$ cat config.mk
export PLATFORM = sky130hd
export DESIGN_NAME = dest_tracker_flat
export DESIGN_NICKNAME = d
export VERILOG_FILES = /design/src/rtl/dest_tracker_pkg.sv /design/src/rtl/dest_tracker_if.sv /design/src/rtl/dest_tracker_stage_reg.sv /design/src/rtl/dest_tracker.sv /design/src/flat_wrapper.sv
export SDC_FILE = /design/constraint.sdc
export NUM_CORES = 1
export LEC_CHECK = 0
export CORE_MARGIN = 2
export CORE_UTILIZATION = 45
export CTS_CLUSTER_SIZE = 8
export DETAILED_ROUTE_END_ITERATION = 16
export PLACE_DENSITY = 0.86
export SYNTH_ARGS = -nofsm -noshare
export SYNTH_HDL_FRONTEND = slang
export SYNTH_SLANG_ARGS = --single-unit
$ cat constraint.sdc
create_clock -name clk -period 9.6 [get_ports clk]
set_input_delay 1.92 -clock clk [delete_from_list [all_inputs] [get_ports clk]]
set_output_delay 1.92 -clock clk [all_outputs]
set_load 0.005 [all_outputs]
$ cat src/rtl/dest_tracker_pkg.sv
// Shared pipeline definitions for the MEM/WB destination tracker.
package pipe_pkg;

  localparam int         XLEN_DEF = 32;
  localparam logic [4:0] REG_ZERO = 5'd0;

  typedef struct packed {
    logic       valid;
    logic [4:0] rd;
    logic       reg_write;
    logic       mem_read;
  } stage_ctrl_t;

endpackage

$ cat src/rtl/dest_tracker_if.sv
// EX/ID/memory-side inputs and MEM/WB tracking outputs of the destination tracker.
interface dest_tracker_if
  import pipe_pkg::*;
#(
  parameter int XLEN = XLEN_DEF
) ();

  logic            ex_valid;
  logic            ex_flush;
  logic [4:0]      ex_rd_addr;
  logic            ex_reg_write;
  logic            ex_mem_read;
  logic [XLEN-1:0] ex_result;
  logic [4:0]      id_rs1_addr;
  logic [4:0]      id_rs2_addr;
  logic            mem_ready;
  logic [XLEN-1:0] mem_rdata;

  logic [4:0]      MEM_write_addr;
  logic [4:0]      WB_write_addr;
  logic            MEM_RegWrite;
  logic            WB_RegWrite;
  logic [XLEN-1:0] MEM_fwd_data;
  logic [XLEN-1:0] WB_data;
  logic            load_use_stall;
  logic            mem_stall;
  logic [15:0]     stall_count;

  modport master (
    output ex_valid, ex_flush, ex_rd_addr, ex_reg_write, ex_mem_read, ex_result,
    output id_rs1_addr, id_rs2_addr, mem_ready, mem_rdata,
    input  MEM_write_addr, WB_write_addr, MEM_RegWrite, WB_RegWrite,
    input  MEM_fwd_data, WB_data, load_use_stall, mem_stall, stall_count
  );

  modport slave (
    input  ex_valid, ex_flush, ex_rd_addr, ex_reg_write, ex_mem_read, ex_result,
    input  id_rs1_addr, id_rs2_addr, mem_ready, mem_rdata,
    output MEM_write_addr, WB_write_addr, MEM_RegWrite, WB_RegWrite,
    output MEM_fwd_data, WB_data, load_use_stall, mem_stall, stall_count
  );

endinterface

$ cat src/rtl/dest_tracker_stage_reg.sv
// One pipeline stage record with hold (freeze) and bubble (invalidate on load) controls.
module stage_reg
  import pipe_pkg::*;
#(
  parameter int W = XLEN_DEF
) (
  input  logic        clk,
  input  logic        rst,
  input  logic        hold_i,
  input  logic        bubble_i,
  input  stage_ctrl_t ctrl_d_i,
  input  logic [W-1:0] data_d_i,
  output stage_ctrl_t ctrl_q_o,
  output logic [W-1:0] data_q_o
);

  stage_ctrl_t  ctrl_q;
  logic [W-1:0] data_q;

  always_ff @(posedge clk or posedge rst) begin
    if (rst) begin
      ctrl_q <= '0;
      data_q <= '0;
    end else if (!hold_i) begin
      ctrl_q <= '{valid:     ctrl_d_i.valid & ~bubble_i,
                  rd:        ctrl_d_i.rd,
                  reg_write: ctrl_d_i.reg_write,
                  mem_read:  ctrl_d_i.mem_read};
      data_q <= data_d_i;
    end
  end

  assign ctrl_q_o = ctrl_q;
  assign data_q_o = data_q;

endmodule

$ cat src/rtl/dest_tracker.sv
// Tracks MEM/WB destinations for forwarding, and raises load-use and memory-wait stalls.
module dest_tracker
  import pipe_pkg::*;
#(
  parameter int XLEN = XLEN_DEF
) (
  input  logic           clk,
  input  logic           rst,
  dest_tracker_if.slave  bus
);

  stage_ctrl_t     ex_ctrl, mem_ctrl, wb_ctrl;
  logic [XLEN-1:0] mem_data, wb_data, wb_data_d;
  logic            mem_stall, load_use;
  logic [15:0]     stall_cnt_q, stall_cnt_d;

  assign ex_ctrl = '{valid:     bus.ex_valid & ~bus.ex_flush,
                     rd:        bus.ex_rd_addr,
                     reg_write: bus.ex_reg_write,
                     mem_read:  bus.ex_mem_read};

  assign mem_stall = mem_ctrl.valid & mem_ctrl.mem_read & ~bus.mem_ready;

  // A memory wait freezes EX too, so it overrides any load-use request.
  assign load_use = ~mem_stall & ex_ctrl.valid & bus.ex_mem_read & bus.ex_reg_write &
                    (bus.ex_rd_addr != REG_ZERO) &
                    ((bus.ex_rd_addr == bus.id_rs1_addr) || (bus.ex_rd_addr == bus.id_rs2_addr));

  assign wb_data_d = mem_ctrl.mem_read ? bus.mem_rdata : mem_data;

  stage_reg #(.W(XLEN)) u_mem (
    .clk      (clk),
    .rst      (rst),
    .hold_i   (mem_stall),
    .bubble_i (1'b0),
    .ctrl_d_i (ex_ctrl),
    .data_d_i (bus.ex_result),
    .ctrl_q_o (mem_ctrl),
    .data_q_o (mem_data)
  );

  // While MEM waits, WB takes a bubble so the load writes back only once.
  stage_reg #(.W(XLEN)) u_wb (
    .clk      (clk),
    .rst      (rst),
    .hold_i   (1'b0),
    .bubble_i (mem_stall),
    .ctrl_d_i (mem_ctrl),
    .data_d_i (wb_data_d),
    .ctrl_q_o (wb_ctrl),
    .data_q_o (wb_data)
  );

  always_comb begin
    stall_cnt_d = stall_cnt_q;
    if ((load_use || mem_stall) && (stall_cnt_q != 16'hFFFF))
      stall_cnt_d = stall_cnt_q + 16'd1;
  end

  always_ff @(posedge clk or posedge rst) begin
    if (rst) stall_cnt_q <= '0;
    else     stall_cnt_q <= stall_cnt_d;
  end

  assign bus.MEM_write_addr = mem_ctrl.rd;
  assign bus.WB_write_addr  = wb_ctrl.rd;
  assign bus.MEM_fwd_data   = mem_data;
  assign bus.WB_data        = wb_data;
  assign bus.MEM_RegWrite   = mem_ctrl.valid & mem_ctrl.reg_write & ~mem_ctrl.mem_read &
                              (mem_ctrl.rd != REG_ZERO);
  assign bus.WB_RegWrite    = wb_ctrl.valid & wb_ctrl.reg_write & (wb_ctrl.rd != REG_ZERO);
  assign bus.load_use_stall = load_use;
  assign bus.mem_stall      = mem_stall;
  assign bus.stall_count    = stall_cnt_q;

endmodule

$ cat src/flat_wrapper.sv
// flat-port wrapper written by rule: the top's interface ports become plain ports
module dest_tracker_flat import pipe_pkg::*;
#(
  parameter int XLEN = XLEN_DEF
)
  (clk, rst, bus_ex_valid, bus_ex_flush, bus_ex_rd_addr, bus_ex_reg_write, bus_ex_mem_read, bus_ex_result, bus_id_rs1_addr, bus_id_rs2_addr, bus_mem_ready, bus_mem_rdata, bus_MEM_write_addr, bus_WB_write_addr, bus_MEM_RegWrite, bus_WB_RegWrite, bus_MEM_fwd_data, bus_WB_data, bus_load_use_stall, bus_mem_stall, bus_stall_count);
  dest_tracker_if #(.XLEN(XLEN)) bus_i ();
  input  logic clk;
  input  logic rst;
  input wire logic [$bits(bus_i.ex_valid)-1:0] bus_ex_valid;
  input wire logic [$bits(bus_i.ex_flush)-1:0] bus_ex_flush;
  input wire logic [$bits(bus_i.ex_rd_addr)-1:0] bus_ex_rd_addr;
  input wire logic [$bits(bus_i.ex_reg_write)-1:0] bus_ex_reg_write;
  input wire logic [$bits(bus_i.ex_mem_read)-1:0] bus_ex_mem_read;
  input wire logic [$bits(bus_i.ex_result)-1:0] bus_ex_result;
  input wire logic [$bits(bus_i.id_rs1_addr)-1:0] bus_id_rs1_addr;
  input wire logic [$bits(bus_i.id_rs2_addr)-1:0] bus_id_rs2_addr;
  input wire logic [$bits(bus_i.mem_ready)-1:0] bus_mem_ready;
  input wire logic [$bits(bus_i.mem_rdata)-1:0] bus_mem_rdata;
  output wire logic [$bits(bus_i.MEM_write_addr)-1:0] bus_MEM_write_addr;
  output wire logic [$bits(bus_i.WB_write_addr)-1:0] bus_WB_write_addr;
  output wire logic [$bits(bus_i.MEM_RegWrite)-1:0] bus_MEM_RegWrite;
  output wire logic [$bits(bus_i.WB_RegWrite)-1:0] bus_WB_RegWrite;
  output wire logic [$bits(bus_i.MEM_fwd_data)-1:0] bus_MEM_fwd_data;
  output wire logic [$bits(bus_i.WB_data)-1:0] bus_WB_data;
  output wire logic [$bits(bus_i.load_use_stall)-1:0] bus_load_use_stall;
  output wire logic [$bits(bus_i.mem_stall)-1:0] bus_mem_stall;
  output wire logic [$bits(bus_i.stall_count)-1:0] bus_stall_count;
  assign bus_i.ex_valid = bus_ex_valid;
  assign bus_i.ex_flush = bus_ex_flush;
  assign bus_i.ex_rd_addr = bus_ex_rd_addr;
  assign bus_i.ex_reg_write = bus_ex_reg_write;
  assign bus_i.ex_mem_read = bus_ex_mem_read;
  assign bus_i.ex_result = bus_ex_result;
  assign bus_i.id_rs1_addr = bus_id_rs1_addr;
  assign bus_i.id_rs2_addr = bus_id_rs2_addr;
  assign bus_i.mem_ready = bus_mem_ready;
  assign bus_i.mem_rdata = bus_mem_rdata;
  assign bus_MEM_write_addr = bus_i.MEM_write_addr;
  assign bus_WB_write_addr = bus_i.WB_write_addr;
  assign bus_MEM_RegWrite = bus_i.MEM_RegWrite;
  assign bus_WB_RegWrite = bus_i.WB_RegWrite;
  assign bus_MEM_fwd_data = bus_i.MEM_fwd_data;
  assign bus_WB_data = bus_i.WB_data;
  assign bus_load_use_stall = bus_i.load_use_stall;
  assign bus_mem_stall = bus_i.mem_stall;
  assign bus_stall_count = bus_i.stall_count;
  dest_tracker #(.XLEN(XLEN)) u_core (.clk(clk), .rst(rst), .bus(bus_i));
endmodule
==> impl_results.html, run 1 <==
<table>
<tr><th>Metric</th><th>Value</th></tr>
<tr><th colspan="2">Run status</th></tr>
<tr><td>Outcome</td><td>finished, final reports clean</td></tr>
<tr><th colspan="2">Finish</th></tr>
<tr><td>Ant. Diodes</td><td>0</td></tr>
<tr><td>Share of cells above drive strength 1</td><td>12.3%</td></tr>
<tr><td>Post-route insts no fill</td><td>637</td></tr>
<tr><td>Number of nets in the final layout</td><td>611</td></tr>
<tr><td>Area growth, synth to finish</td><td>50.6%</td></tr>
<tr><th colspan="2">Global routing</th></tr>
<tr><td>M1 GR Usage</td><td>27.2%</td></tr>
<tr><td>Grt total ovfl</td><td>0</td></tr>
<tr><td>Most crowded layer after global routing</td><td>met2</td></tr>
<tr><td>Pin count of the biggest net entering global routing</td><td>52</td></tr>
<tr><td>Global-route usage over all layers</td><td>21.9%</td></tr>
<tr><td>Initial antenna violation count</td><td>0</td></tr>
<tr><td>Number of global-route vias before repair</td><td>3302</td></tr>
<tr><td>First-pass GRT wire length</td><td>16800 um</td></tr>
<tr><td>Met3 Usage GRT</td><td>6.44%</td></tr>
<tr><td>Met2 demand-to-capacity share in global routing</td><td>37.4%</td></tr>
<tr><th colspan="2">Pwr</th></tr>
<tr><td>Sequential share of power</td><td>51.2%</td></tr>
<tr><td>Switching Fraction</td><td>25.4%</td></tr>
<tr><td>Peak supply drop</td><td>0.0881 mV</td></tr>
<tr><td>Net switching component of the power</td><td>230 uW</td></tr>
<tr><td>Pwr dens</td><td>152 nW/um^2</td></tr>
<tr><td>Logic pwr share</td><td>20.0%</td></tr>
<tr><td>Internal</td><td>677 uW</td></tr>
<tr><td>Static Leak</td><td>0.00267 uW</td></tr>
<tr><td>Portion of total power attributed to the clock network</td><td>28.8%</td></tr>
<tr><th colspan="2">Clock network</th></tr>
<tr><td>CTS tree</td><td>yes</td></tr>
<tr><td>Worst-case clock buffer depth</td><td>2</td></tr>
<tr><td>Post-CTS clock slew at the launch and capture registers of the worst setup and hold paths</td><td>0.09 ns</td></tr>
<tr><td>Cts bufs inserted</td><td>9</td></tr>
<tr><td>Buffers inserted by post-CTS timing repair</td><td>0</td></tr>
<tr><td>CTS hold repair buffers</td><td>0</td></tr>
<tr><td>Number of instances resized during post-cts repair</td><td>0</td></tr>
<tr><td>Buffer type at the clock tree root</td><td>clkbuf_8</td></tr>
<tr><td>Number of sinks driven by the clock tree</td><td>95</td></tr>
<tr><td>Insertion delay of the later-clocked pin in the worst-skew pair</td><td>0.35 ns</td></tr>
<tr><td>Htree depth</td><td>3</td></tr>
<tr><th colspan="2">Setup path</th></tr>
<tr><td>Capturing element type of the critical path</td><td>output pin</td></tr>
<tr><td>Critical path data arrival time</td><td>4.38 ns</td></tr>
<tr><td>Sort of element at the start of the critical path</td><td>input pin</td></tr>
<tr><td>Crit path required time</td><td>7.68 ns</td></tr>
<tr><td>Worst setup path class</td><td>in2out</td></tr>
<tr><td>Largest driver fanout on the critical path</td><td>43</td></tr>
<tr><th colspan="2">Timing</th></tr>
<tr><td>Final critical-path setup slack</td><td>3.30 ns</td></tr>
<tr><td>Unrepaired setup endpoints after global routing</td><td>no</td></tr>
<tr><td>Clock Skew</td><td>0.0133 ns</td></tr>
<tr><td>Fin Hold WS</td><td>0.419 ns</td></tr>
<tr><td>Final number of max-transition violations</td><td>0</td></tr>
<tr><td>Fraction of the cycle the final worst path needs</td><td>65.6%</td></tr>
<tr><td>Headroom to the max-slew limit</td><td>53.1%</td></tr>
<tr><td>Min cycle time layout</td><td>6.30 ns</td></tr>
<tr><td>Final Hold Fails</td><td>0</td></tr>
<tr><td>Transition time at the pin with the least slew margin</td><td>0.703 ns</td></tr>
<tr><td>Final setup TNS</td><td>0 ns</td></tr>
<tr><td>Achievable frequency</td><td>159 MHz</td></tr>
<tr><td>Number of endpoints failing setup at the final stage</td><td>0</td></tr>
<tr><th colspan="2">Synthesis</th></tr>
<tr><td>Post-Synthesis Cells</td><td>355</td></tr>
<tr><td>Number of unique standard cell types used by synthesis</td><td>38</td></tr>
<tr><td>Count of synthesis-stage warnings from yosys</td><td>0</td></tr>
<tr><td>Net Count, Synth</td><td>442</td></tr>
<tr><td>Per-instance average area after synthesis</td><td>11.2 um^2</td></tr>
<tr><td>Async SR Flop Fraction</td><td>100%</td></tr>
<tr><td>Number of flip-flops and latches in the synthesized netlist</td><td>95</td></tr>
<tr><td>Cell Area, Synth</td><td>3960 um^2</td></tr>
<tr><td>Synth area leader</td><td>dfrtp_1</td></tr>
<tr><td>Post-synth top area share</td><td>60.0%</td></tr>
<tr><td>Register area share after synthesis</td><td>60.0%</td></tr>
<tr><td>Primary FF master, synth</td><td>dfrtp_1</td></tr>
<tr><td>EDFF count, synth</td><td>0</td></tr>
<tr><td>Top cells by area, synth</td><td>dfrtp_1 60%, nand2_1 12%, mux2_2 9.1%</td></tr>
<tr><th colspan="2">Route</th></tr>
<tr><td>Number of violations reported at the end of detailed-routing iteration 0</td><td>105</td></tr>
<tr><td>Initial DRT Pass Iterations</td><td>4</td></tr>
<tr><td>Number of nets with antenna violations after routing</td><td>0</td></tr>
<tr><td>Wire length after detailed routing</td><td>9980 um</td></tr>
<tr><td>Vias</td><td>3139</td></tr>
<tr><td>Via density per instance</td><td>4.93</td></tr>
<tr><td>Routed len/inst</td><td>15.7 um</td></tr>
<tr><td>Post-detailed-route DRC marker count</td><td>0</td></tr>
<tr><th colspan="2">Floorplan</th></tr>
<tr><td>Row count</td><td>34</td></tr>
<tr><td>DIE AREA</td><td>9570 um^2</td></tr>
<tr><td>Boundary Pins</td><td>180</td></tr>
<tr><td>Vert. Die Dim</td><td>97.8 um</td></tr>
<tr><td>Initial standard-cell utilization of the core</td><td>45.9%</td></tr>
<tr><td>Die span in x</td><td>97.8 um</td></tr>
<tr><td>Placeable core area</td><td>8640 um^2</td></tr>
<tr><th colspan="2">Worst hold path</th></tr>
<tr><td>Classification of the worst-slack hold path</td><td>reg2reg</td></tr>
<tr><th colspan="2">Placed design</th></tr>
<tr><td>Port Buffers</td><td>179</td></tr>
<tr><td>Pre-CTS setup slack</td><td>3.29 ns</td></tr>
<tr><td>Number of cells after detailed placement</td><td>621</td></tr>
<tr><td>Post-DP HPWL</td><td>7510 um</td></tr>
<tr><td>Final RePlAce weighted congestion</td><td>0.760</td></tr>
<tr><th colspan="2">Run</th></tr>
<tr><td>Number of violations of the max-capacitance limit</td><td>0</td></tr>
</table>
[worst paths after layout]
kind / from / to / slack (ns) / cells past startpoint
worst min register to register: u_core.u_mem.ctrl_q_o[1] / u_core.u_wb.ctrl_q_o[1] / 0.42 / 0
worst max-delay path: bus_mem_ready / bus_load_use_stall / 3.30 / 8
min in group asynchronous: rst / u_core.u_wb.data_q_o[22] / 1.97 / 2
worst min-delay path: u_core.u_mem.ctrl_q_o[1] / u_core.u_wb.ctrl_q_o[1] / 0.42 / 0
max in group asynchronous: rst / u_core.u_wb.data_q_o[8] / 6.56 / 3
worst max register to register: u_core.u_mem.ctrl_q_o[7] / u_core.bus.stall_count[10] / 6.73 / 7
[final cells by class]
type / instances / area, um^2
flip-flops and latches: 95 / 2380
clock buffers: 10 / 128
clock inverters: 6 / 68.8
multi-input cells: 231 / 1420
repair buffers: 181 / 1810
inverters: 6 / 25.0
well taps: 108 / 135
fillers: 676 / 2670
[cells by family (layout without fill, tap and decap cells)]
family / after synthesis / count (layout) / share of synthesized area [%]
and+or+nand+nor: 159 / 159 / 18.2
buffers and inverters: 29 / 203 / 4.08
xor gates and xnor gates: 19 / 19 / 4.20
adders and majority gates: 1 / 1 / 0.316
muxes: 35 / 35 / 10.2
AOI/OAI and AO/OA: 17 / 17 / 2.94
DFF: 95 / 95 / 60.0
[power groups by stage]
stage | clock (uW) | sequential [uW] | combinational [uW]
2_1_floorplan | 0 | 470 | 63.6
3_3_place_gp | 0 | 470 | 178
3_5_place_dp | 0 | 473 | 183
4_1_cts | 268 | 465 | 184
5_1_grt | 287 | 471 | 196
6_report | 262 | 464 | 181
[through the flow]
stage                     utilization (%)  area (um^2)  power [uW]
after floorplan                         -         3960         533
after global placement               66.8         5770         648
after detailed placement             66.8         5770         656
after CTS                            69.0         5960         917
after global routing                 69.0         5960         954
final                                69.0         5960         907
[cell usage in the layout (no fill, tap or decap), types with 3 or more instances in the layout]
master,count
inv_1,4
clkbuf_8,9
a21oi_1,4
nor4_2,3
nand4_1,5
nor2_1,6
nor3_1,8
mux2_2,32
xor2_1,17
nand3_1,3
clkdlybuf4s50_1,179
dfrtp_1,95
mux2_4,3
nand2_1,122
[cell usage after synthesis (2+ instances only)]
| library cell | count |
|---|---|
| a21oi_1 | 4 |
| a31oi_1 | 2 |
| a41oi_1 | 2 |
| and3_1 | 2 |
| buf_4 | 10 |
| buf_6 | 2 |
| clkbuf_1 | 10 |
| dfrtp_1 | 95 |
| inv_1 | 5 |
| mux2_2 | 32 |
| mux2_4 | 3 |
| nand2_1 | 122 |
| nand3_1 | 3 |
| nand4_1 | 5 |
| nor2_1 | 6 |
| nor3_1 | 8 |
| nor4_2 | 3 |
| o21ai_0 | 2 |
| or2_2 | 2 |
| or4_1 | 2 |
| xnor2_1 | 2 |
| xor2_1 | 17 |
[sequential cells by signal, summed over array words and instances, names as in the netlist]
signal / cells
u_core.u_wb.ctrl_q_o: 7
u_core.u_mem.data_q_o: 32
u_core.u_mem.ctrl_q_o: 8
u_core.bus.stall_count: 16
u_core.u_wb.data_q_o: 32
[worst max-delay path, stage by stage]
cell             delay (ns)
clkdlybuf4s50_1        0.46
inv_1                  0.06
nand3_4                0.38
inv_2                  0.41
nor4_2                 0.36
o21ai_2                0.13
nor2_1                 0.10
clkdlybuf4s50_1        0.51
[routing by layer]
metal,wire length (um),part of all wire (%)
met5,0,0
met3,774,7.8
met4,89,0.89
met1,4120,41
met2,5000,50
No activity file was read; power rests on OpenSTA's default activity.
==> run 2: changes to the inputs <==
Settings changed: CORE_UTILIZATION 45 to 38, PLACE_DENSITY 0.86 to 0.77.
Clock period 9.6 ns to 5.1 ns, I/O delays scaled along.
==> run 2 against run 1 <==
Utilization shrank 10 points. Final area grew 0.86%. First-iteration DRC count shrank 27%. Hold slack lost 0.013 ns. Final cell count grew 4.7%. Register-to-register slack lost 3.8 ns. Non-clock buffer count grew 2. Flip-flop and latch count is the same. Clock skew is essentially flat. Die area grew 18%. Via count grew 1.1%. Global-route usage shrank 3.3 points. Critical endpoint unchanged.
==> impl_results.html, run 2 (synthesis results as in run 1) <==
<table>
<tr><th>Metric</th><th>Value</th></tr>
<tr><th colspan="2">Run status</th></tr>
<tr><td>Outcome</td><td>finished, final reports clean</td></tr>
<tr><th colspan="2">Timing</th></tr>
<tr><td>Min cycle time layout</td><td>3.84 ns</td></tr>
<tr><td>Transition time at the pin with the least slew margin</td><td>0.901 ns</td></tr>
<tr><td>Clock Skew</td><td>0.0135 ns</td></tr>
<tr><td>Fin Hold WS</td><td>0.406 ns</td></tr>
<tr><td>Final setup TNS</td><td>0 ns</td></tr>
<tr><td>Final Hold Fails</td><td>0</td></tr>
<tr><td>Fraction of the cycle the final worst path needs</td><td>75.3%</td></tr>
<tr><td>Headroom to the max-slew limit</td><td>40.0%</td></tr>
<tr><td>Achievable frequency</td><td>260 MHz</td></tr>
<tr><td>Final number of max-transition violations</td><td>0</td></tr>
<tr><td>Unrepaired setup endpoints after global routing</td><td>no</td></tr>
<tr><td>Number of endpoints failing setup at the final stage</td><td>0</td></tr>
<tr><th colspan="2">Route</th></tr>
<tr><td>Via density per instance</td><td>4.76</td></tr>
<tr><td>Max Used Layer</td><td>met4</td></tr>
<tr><td>Vias</td><td>3173</td></tr>
<tr><td>Wire length on met3</td><td>624 um</td></tr>
<tr><td>Routed len/inst</td><td>15.2 um</td></tr>
<tr><td>Wire length after detailed routing</td><td>10200 um</td></tr>
<tr><td>Number of nets with antenna violations after routing</td><td>0</td></tr>
<tr><td>Detailed-route wire length on metal 1</td><td>4320 um</td></tr>
<tr><td>Number of violations reported at the end of detailed-routing iteration 0</td><td>77</td></tr>
<tr><td>Post-detailed-route DRC marker count</td><td>0</td></tr>
<tr><td>Metal2 WL</td><td>5000 um</td></tr>
<tr><td>Initial DRT Pass Iterations</td><td>5</td></tr>
<tr><th colspan="2">Setup path</th></tr>
<tr><td>Critical path data arrival time</td><td>2.82 ns</td></tr>
<tr><td>Sort of element at the start of the critical path</td><td>input pin</td></tr>
<tr><td>Setup slack on the worst flop-to-flop path</td><td>2.93 ns</td></tr>
<tr><td>Crit path required time</td><td>4.08 ns</td></tr>
<tr><td>Capturing element type of the critical path</td><td>output pin</td></tr>
<tr><td>Largest driver fanout on the critical path</td><td>4</td></tr>
<tr><td>Worst setup path class</td><td>in2out</td></tr>
<tr><th colspan="2">Floorplan</th></tr>
<tr><td>Placeable core area</td><td>10200 um^2</td></tr>
<tr><td>Initial standard-cell utilization of the core</td><td>38.7%</td></tr>
<tr><td>Vert. Die Dim</td><td>106 um</td></tr>
<tr><td>Die span in x</td><td>106 um</td></tr>
<tr><td>DIE AREA</td><td>11300 um^2</td></tr>
<tr><td>Row count</td><td>37</td></tr>
<tr><td>Boundary Pins</td><td>180</td></tr>
<tr><th colspan="2">Finish</th></tr>
<tr><td>Area of the multi-input gates</td><td>1420 um^2</td></tr>
<tr><td>Ant. Diodes</td><td>0</td></tr>
<tr><td>Share of cells above drive strength 1</td><td>12.8%</td></tr>
<tr><td>Top library cells by usage in the layout, fill and taps aside</td><td>179 x clkdlybuf4s50_1, 122 x nand2_1, 95 x dfrtp_1</td></tr>
<tr><td>Post-route insts no fill</td><td>667</td></tr>
<tr><td>Area growth, synth to finish</td><td>51.8%</td></tr>
<tr><td>Final-layout fill cell count</td><td>853</td></tr>
<tr><td>Number of nets in the final layout</td><td>613</td></tr>
<tr><td>Area used by sequential logic in the layout</td><td>2380 um^2</td></tr>
<tr><td>Most common library cell in the layout ignoring fill and taps</td><td>clkdlybuf4s50_1</td></tr>
<tr><th colspan="2">Clock network</th></tr>
<tr><td>Number of instances resized during post-cts repair</td><td>0</td></tr>
<tr><td>CTS hold repair buffers</td><td>0</td></tr>
<tr><td>Insertion delay of the later-clocked pin in the worst-skew pair</td><td>0.36 ns</td></tr>
<tr><td>Buffers inserted by post-CTS timing repair</td><td>0</td></tr>
<tr><td>Post-CTS clock slew at the launch and capture registers of the worst setup and hold paths</td><td>0.08 ns</td></tr>
<tr><td>Cts bufs inserted</td><td>9</td></tr>
<tr><td>CTS tree</td><td>yes</td></tr>
<tr><td>Htree depth</td><td>3</td></tr>
<tr><td>Worst-case clock buffer depth</td><td>2</td></tr>
<tr><td>Number of sinks driven by the clock tree</td><td>95</td></tr>
<tr><td>Buffer type at the clock tree root</td><td>clkbuf_8</td></tr>
<tr><th colspan="2">Placed design</th></tr>
<tr><td>Number of cells after detailed placement</td><td>651</td></tr>
<tr><td>Port Buffers</td><td>179</td></tr>
<tr><td>Final RePlAce weighted congestion</td><td>0.853</td></tr>
<tr><td>Post-DP HPWL</td><td>7490 um</td></tr>
<tr><th colspan="2">Pwr</th></tr>
<tr><td>Pwr dens</td><td>285 nW/um^2</td></tr>
<tr><td>Static Leak</td><td>0.00268 uW</td></tr>
<tr><td>Total power</td><td>1710 uW</td></tr>
<tr><td>Peak supply drop</td><td>0.180 mV</td></tr>
<tr><th colspan="2">Global routing</th></tr>
<tr><td>Global-route usage over all layers</td><td>18.5%</td></tr>
<tr><td>Initial antenna violation count</td><td>0</td></tr>
<tr><td>First-pass GRT wire length</td><td>16300 um</td></tr>
<tr><td>Pin count of the biggest net entering global routing</td><td>75</td></tr>
<tr><td>Number of global-route vias before repair</td><td>3275</td></tr>
<tr><td>Grt total ovfl</td><td>0</td></tr>
<tr><th colspan="2">Run</th></tr>
<tr><td>Number of violations of the max-capacitance limit</td><td>0</td></tr>
<tr><th colspan="2">Worst hold path</th></tr>
<tr><td>Classification of the worst-slack hold path</td><td>reg2reg</td></tr>
</table>
## run 2: layout make-up
class / instances / area share (%)
Clock buffer: 10 / 2.29
Clock inverter: 6 / 0.999
Inverter: 6 / 0.416
Multi-Input combinational cell: 231 / 23.6
Sequential cell: 95 / 39.5
Tap cell: 136 / 2.83
Timing Repair Buffer: 183 / 30.3
## run 2: path summary, 6_finish.rpt
path,start,cells past startpoint,to
worst max register to register,u_core.bus.stall_count[0],7,u_core.bus.stall_count[3]
worst min-delay path,u_core.u_mem.ctrl_q_o[1],0,u_core.u_wb.ctrl_q_o[1]
min in group asynchronous,rst,2,u_core.u_wb.data_q_o[0]
max in group asynchronous,rst,3,u_core.u_wb.data_q_o[29]
worst min register to register,u_core.u_mem.ctrl_q_o[1],0,u_core.u_wb.ctrl_q_o[1]
worst max-delay path,bus_ex_rd_addr[1],5,bus_load_use_stall
## run 2: per-stage QoR
stage | setup WS, ns | cell area, um^2 | utilization [%]
2_1_floorplan | 1.60 | 3960 | -
3_3_place_gp | 1.30 | 5820 | 56.8
3_5_place_dp | 1.27 | 5820 | 56.8
4_1_cts | 1.25 | 6010 | 58.8
5_1_grt | 1.18 | 6010 | 58.8
6_report | 1.26 | 6010 | 58.8
## run 2: layer usage
layer,vias up,global-route usage [%]
met5,-,0
met4,0,8.18
met3,16,3.43
met2,141,31.1
met1,1517,23.5
li1,1499,-
## run 2: power breakdown
group | internal (uW) | leakage, uW | switching [uW]
combinational | 224 | 0.00144 | 118
clock | 237 | 0.0000981 | 258
sequential | 820 | 0.00114 | 54.2
total | 1280 | 0.00268 | 430
## run 2: critical path: stages
cell	delay, ns
clkdlybuf4s50_1	0.50
or4_1	0.58
o21ai_2	0.21
nor2_1	0.07
clkdlybuf4s50_1	0.45
